===== config.mk =====
export PLATFORM = sky130hd
export DESIGN_NAME = led_pattern_ctrl
export DESIGN_NICKNAME = d
export VERILOG_FILES = /design/src/rtl/led_pattern_ctrl.sv
export SDC_FILE = /design/constraint.sdc
export NUM_CORES = 1
export LEC_CHECK = 0
export CAP_MARGIN = 0
export CELL_PAD_IN_SITES_DETAIL_PLACEMENT = 0
export CELL_PAD_IN_SITES_GLOBAL_PLACEMENT = 1
export CORE_UTILIZATION = 35
export DETAILED_ROUTE_END_ITERATION = 12
export PLACE_DENSITY_LB_ADDON = 0.2
export SYNTH_ARGS = -nofsm -noshare
export SYNTH_HDL_FRONTEND = slang
export SYNTH_SLANG_ARGS = --single-unit

===== constraint.sdc =====
create_clock -name sys_clk -period 2.5 [get_ports sys_clk]
set_input_delay 0.25 -clock sys_clk [delete_from_list [all_inputs] [get_ports sys_clk]]
set_output_delay 0.25 -clock sys_clk [all_outputs]
set_load 0.02 [all_outputs]

===== src/rtl/led_pattern_ctrl.sv =====
// LED pattern generator: blink, flow, bounce and fill patterns stepped by a
// prescaled tick, with run/pause control, selectable step speed and a step strobe.
module led_pattern_ctrl #(
    parameter int LED_NUM  = 4,
    parameter int TICK_CNT = 12_500_000,
    parameter int CNT_W    = 24
) (
    input  logic               sys_clk,
    input  logic               sys_rst_n,
    input  logic               run,
    input  logic [1:0]         mode,
    input  logic [1:0]         speed,
    output logic [LED_NUM-1:0] led,
    output logic               step
);

    typedef enum logic [1:0] {
        MODE_BLINK  = 2'b00,
        MODE_FLOW   = 2'b01,
        MODE_BOUNCE = 2'b10,
        MODE_FILL   = 2'b11
    } mode_e;

    typedef enum logic {
        DIR_UP   = 1'b0,
        DIR_DOWN = 1'b1
    } dir_e;

    localparam logic [CNT_W-1:0]   TICK_LAST = CNT_W'(TICK_CNT - 1);
    localparam logic [LED_NUM-1:0] ONES      = '1;
    localparam logic [LED_NUM-1:0] LSB_ONLY  = LED_NUM'(1);

    logic [CNT_W-1:0]   cnt_q,  cnt_d;
    logic [1:0]         sub_q,  sub_d;
    logic [LED_NUM-1:0] led_q,  led_d;
    dir_e               dir_q,  dir_d;
    mode_e              mode_q, mode_d;
    logic               step_q;

    logic  base_tick;
    logic  step_fire;
    mode_e mode_in;

    assign mode_in   = mode_e'(mode);
    assign base_tick = run && (cnt_q == TICK_LAST);
    // >= rather than == lets a live speed decrease take effect at the next tick.
    assign step_fire = base_tick && (sub_q >= speed);

    always_comb begin
        // NOTE: every comb output gets a default first so no path infers a latch.
        cnt_d = cnt_q;
        sub_d = sub_q;
        if (run) begin
            cnt_d = base_tick ? '0 : cnt_q + 1'b1;
        end
        if (base_tick) begin
            sub_d = step_fire ? 2'd0 : sub_q + 2'd1;
        end
    end

    always_comb begin
        led_d  = led_q;
        dir_d  = dir_q;
        mode_d = mode_q;
        if (step_fire) begin
            if (mode_in != mode_q) begin
                mode_d = mode_in;
                dir_d  = DIR_UP;
                led_d  = (mode_in == MODE_BLINK) ? ONES : LSB_ONLY;
            end else begin
                unique case (mode_q)
                    MODE_BLINK: led_d = ~led_q;
                    MODE_FLOW:  led_d = {led_q[LED_NUM-2:0], led_q[LED_NUM-1]};
                    MODE_BOUNCE: begin
                        // Turn around on the end LED so each end is lit once per pass.
                        if (dir_q == DIR_UP) begin
                            if (led_q[LED_NUM-1]) begin
                                dir_d = DIR_DOWN;
                                led_d = led_q >> 1;
                            end else begin
                                led_d = led_q << 1;
                            end
                        end else begin
                            if (led_q[0]) begin
                                dir_d = DIR_UP;
                                led_d = led_q << 1;
                            end else begin
                                led_d = led_q >> 1;
                            end
                        end
                    end
                    MODE_FILL: begin
                        if (dir_q == DIR_UP) begin
                            led_d = {led_q[LED_NUM-2:0], 1'b1};
                            if (led_d == ONES) dir_d = DIR_DOWN;
                        end else begin
                            led_d = led_q >> 1;
                            if (led_d == LSB_ONLY) dir_d = DIR_UP;
                        end
                    end
                    default: led_d = led_q;
                endcase
            end
        end
    end

    // NOTE: sequential state uses non-blocking assignments so all registers update together.
    always_ff @(posedge sys_clk or negedge sys_rst_n) begin
        if (!sys_rst_n) begin
            cnt_q  <= '0;
            sub_q  <= '0;
            led_q  <= '0;
            dir_q  <= DIR_UP;
            mode_q <= MODE_BLINK;
            step_q <= 1'b0;
        end else begin
            cnt_q  <= cnt_d;
            sub_q  <= sub_d;
            led_q  <= led_d;
            dir_q  <= dir_d;
            mode_q <= mode_d;
            step_q <= step_fire;
        end
    end

    assign led  = led_q;
    assign step = step_q;

endmodule


==> impl_metrics.yaml, run 1 <==
status:
  status: "finished, final reports clean"
yosys:
  syn-instance-count: 215
  seq_area_frac_synth: 0.423
  synth.avg_cell_area_um2: 9.36
  synth_area_um2: 2010
  synth-seq-cells: 34
  syn-num-nets: 225
  synth_warnings: 0
  synth-edff-count: 0
  synth_flop_cell: "dfrtp_1"
  synth_cell_types: 50
  ys_async_sr_fraction: 1.00
worst_setup_path:
  r2r-end: "cnt_q[0]"
  path_cells: "or4b_2, nor4_1, nor4bb_2, buf_4, nor2_1, mux2_2"
  start_kind: "register"
  worstSetupPathDepth: 6
  cp_num_buf_inv: 1
  rrSetupSlack_ps: 200
  cp-endpoint: "cnt_q[0]"
  path_class: "register to register"
  cp_slowest_cell: "or4b_2"
  required_ps: 2680
  rr_worst_depth: 6
  startpoint: "cnt_q[7]"
  crit_family: "simple AND/OR/NAND/NOR gates"
  crit_arrival_ps: 2480
  cp_max_fo: 15
  r2r_start: "cnt_q[7]"
  cp-end-kind: "register"
  max_stage_delay_ps: 670
detailed_routing:
  drt-initial-drc-count: 50
  ant_nets: 0
  drc: 0
  via_per_inst: 5.22
  routedWlPerCell_um: 13.7
  route.vias.total: 1588
  dr.pass1.iters: 4
  routed_wl_mm: 4.17
placed_design:
  dpl.hpwl_mm: 2.96
  gp_congestion: 0.819
  dp.cells: 296
  io_buffers: 11
timing:
  slew_viol_final: 0
  fin_crit_ps: 2300
  rsz0062_at_grt: "no"
  worstMarginPinSlew_ps: 663
  maxSlewHeadroom: 0.554
  finalCritPeriodShare: 0.920
  fmax_ghz: 0.435
  clock_skew_ps: 15.5
  tns_ps: 0
  setup_violations: 0
  finalHoldViolCount: 0
clocking:
  clock_latency_ps: 290
  cts_buffers: 5
  h-tree-depth: 2
  root_buffer: "clkbuf_8"
  cts_resized: 0
  ctsHoldBuffers: 0
  postCtsSetupBuffers: 0
  cts_tree: "done"
  path_clk_slew_ps: 80
  clk_path_buf_depth: 2
  clock-sinks: 34
pwr:
  power_mw: 1.44
  ir_drop_v: 0.000242
  seqPwrFrac: 0.457
  leakagePower_nw: 1.03
  p_sw_uw: 338
  internal_power_mw: 1.10
  p_sw_frac: 0.235
  powerDensity_nw_per_um2: 615
  clkPwrFrac: 0.437
  pwr-share-comb: 0.106
floorplan:
  io_pins: 12
  dieWidth_um: 77.8
  rows: 27
  die_y_um: 77.8
  initial_core_util: 0.363
  dieArea_um2: 6060
  core_area_um2: 5540
grt:
  grt_pass1_wl_mm: 7.46
  grt_max_degree: 35
  grt_pass1_vias: 1576
  antenna_found_initial: 0
  overflow: 0
  grtUsageTotal: 0.156
flow_run:
  cap_violations: 0
min_path:
  hold_class: "primary input to asynchronous set/reset pin"
final_layout:
  final_cell_count_no_fill: 304
  regArea_um2: 851
  nets: 241
  multi_input_comb_area_um2: 1060
  antennaDiodeCount: 0
  layout-drive-gt1-share: 0.0991
  fill_cells: 552
  final_util: 0.422
  area_growth_pct: 16.0
-- layout by cell type, fill, tap and decap left out, types with 5 or more instances in the layout --
cell type	instances
clkdlybuf4s50_1	11
nand4_1	5
o21ai_0	14
a21oi_1	5
xor2_1	10
buf_4	6
xnor2_1	10
clkbuf_8	6
dfrtp_1	34
inv_1	10
nand2_1	15
nor2_1	21
nand3_1	11
nor3_1	8
-- per-stage QoR --
step                      hold WS (ps)  instance area [um^2]  setup slack (ps)
after floorplan                  -45.6                  2010               356
after global placement             489                  2190               263
after detailed placement           492                  2190               238
after CTS                          383                  2340               196
after global routing               408                  2340              83.1
final                              367                  2340               200
-- power by group through the flow --
stage	clock network, mW	registers [mW]	logic, mW
2_1_floorplan	0	0.654	0.110
3_3_place_gp	0	0.669	0.152
3_5_place_dp	0	0.670	0.156
4_1_cts	0.641	0.658	0.157
5_1_grt	0.667	0.666	0.174
6_report	0.627	0.657	0.152
-- worst min path at each step --
stage | startpoint | endpoint | depth (start not counted)
floorplan | sys_rst_n | cnt_q[0] | 0
global placement | cnt_q[20] | cnt_q[20] | 1
detailed placement | cnt_q[20] | cnt_q[20] | 1
CTS | sys_rst_n | cnt_q[8] | 2
global route | sys_rst_n | cnt_q[1] | 2
finish | sys_rst_n | cnt_q[8] | 2
-- cells in the mapped netlist (2+ instances only) --
cell type,instances,area share
dfrtp_1,34,0.42
nor2_1,21,0.039
nand2_1,15,0.028
o21ai_0,14,0.035
nand3_1,11,0.027
inv_1,10,0.019
xnor2_1,10,0.044
xor2_1,10,0.044
nor3_1,8,0.020
a21oi_1,5,0.012
nand4_1,5,0.016
a21o_1,4,0.015
nand2b_1,4,0.012
nor2b_1,4,0.012
nor4_1,4,0.012
a31oi_1,3,0.0093
and2_1,3,0.0093
and3_1,3,0.0093
buf_2,3,0.0075
clkbuf_8,3,0.021
ha_1,3,0.019
mux2i_1,3,0.015
o31ai_1,3,0.011
a211oi_1,2,0.0075
and4_1,2,0.0087
mux2_2,2,0.011
or2_2,2,0.0062
or4_1,2,0.0075
-- routing by layer --
layer / GRT usage / vias up / wire [um]
met4: 0.0698 / 0 / 63
met1: 0.215 / 749 / 2190
li1: - / 813 / -
met3: 0.0329 / 7 / 93
met5: 0 / - / 0
met2: 0.234 / 19 / 1830
-- logic make-up (layout without fill, tap and decap cells) --
kind of cell    Yosys count  count (layout)  synth area share
simple gates             93              93             0.254
compound gates           42              42             0.137
flops                    34              34             0.423
xor+xnor                 20              20            0.0870
buf+inv                  18              35            0.0541
mux                       5               5            0.0261
fa+ha+maj                 3               3            0.0186
-- final cells by class --
class	count	area share
inverter	10	0.0161
timing repair buffer	17	0.0664
tap	72	0.0386
clock buffer	6	0.0354
multi-input combinational	163	0.454
sequential	34	0.364
clock inverter	2	0.0257
-- state kept, by name, summed over array words and instances, names as in the netlist --
register,count
step,1
dir_q,1
cnt_q,24
sub_q,2
mode_q,2
led,4
No activity file was read; power rests on OpenSTA's default activity.
==> run 2: changes to the inputs <==
Settings changed: TNS_END_PERCENT set to 5.
==> results of run 2 <==
The final DEF is identical to that of run 1; final timing and power are the same.
==> run 3: changes to the inputs <==
Settings changed: CTS_CLUSTER_DIAMETER set to 50.
==> results of run 3 <==
The final DEF is identical to that of run 1; final timing and power are the same.
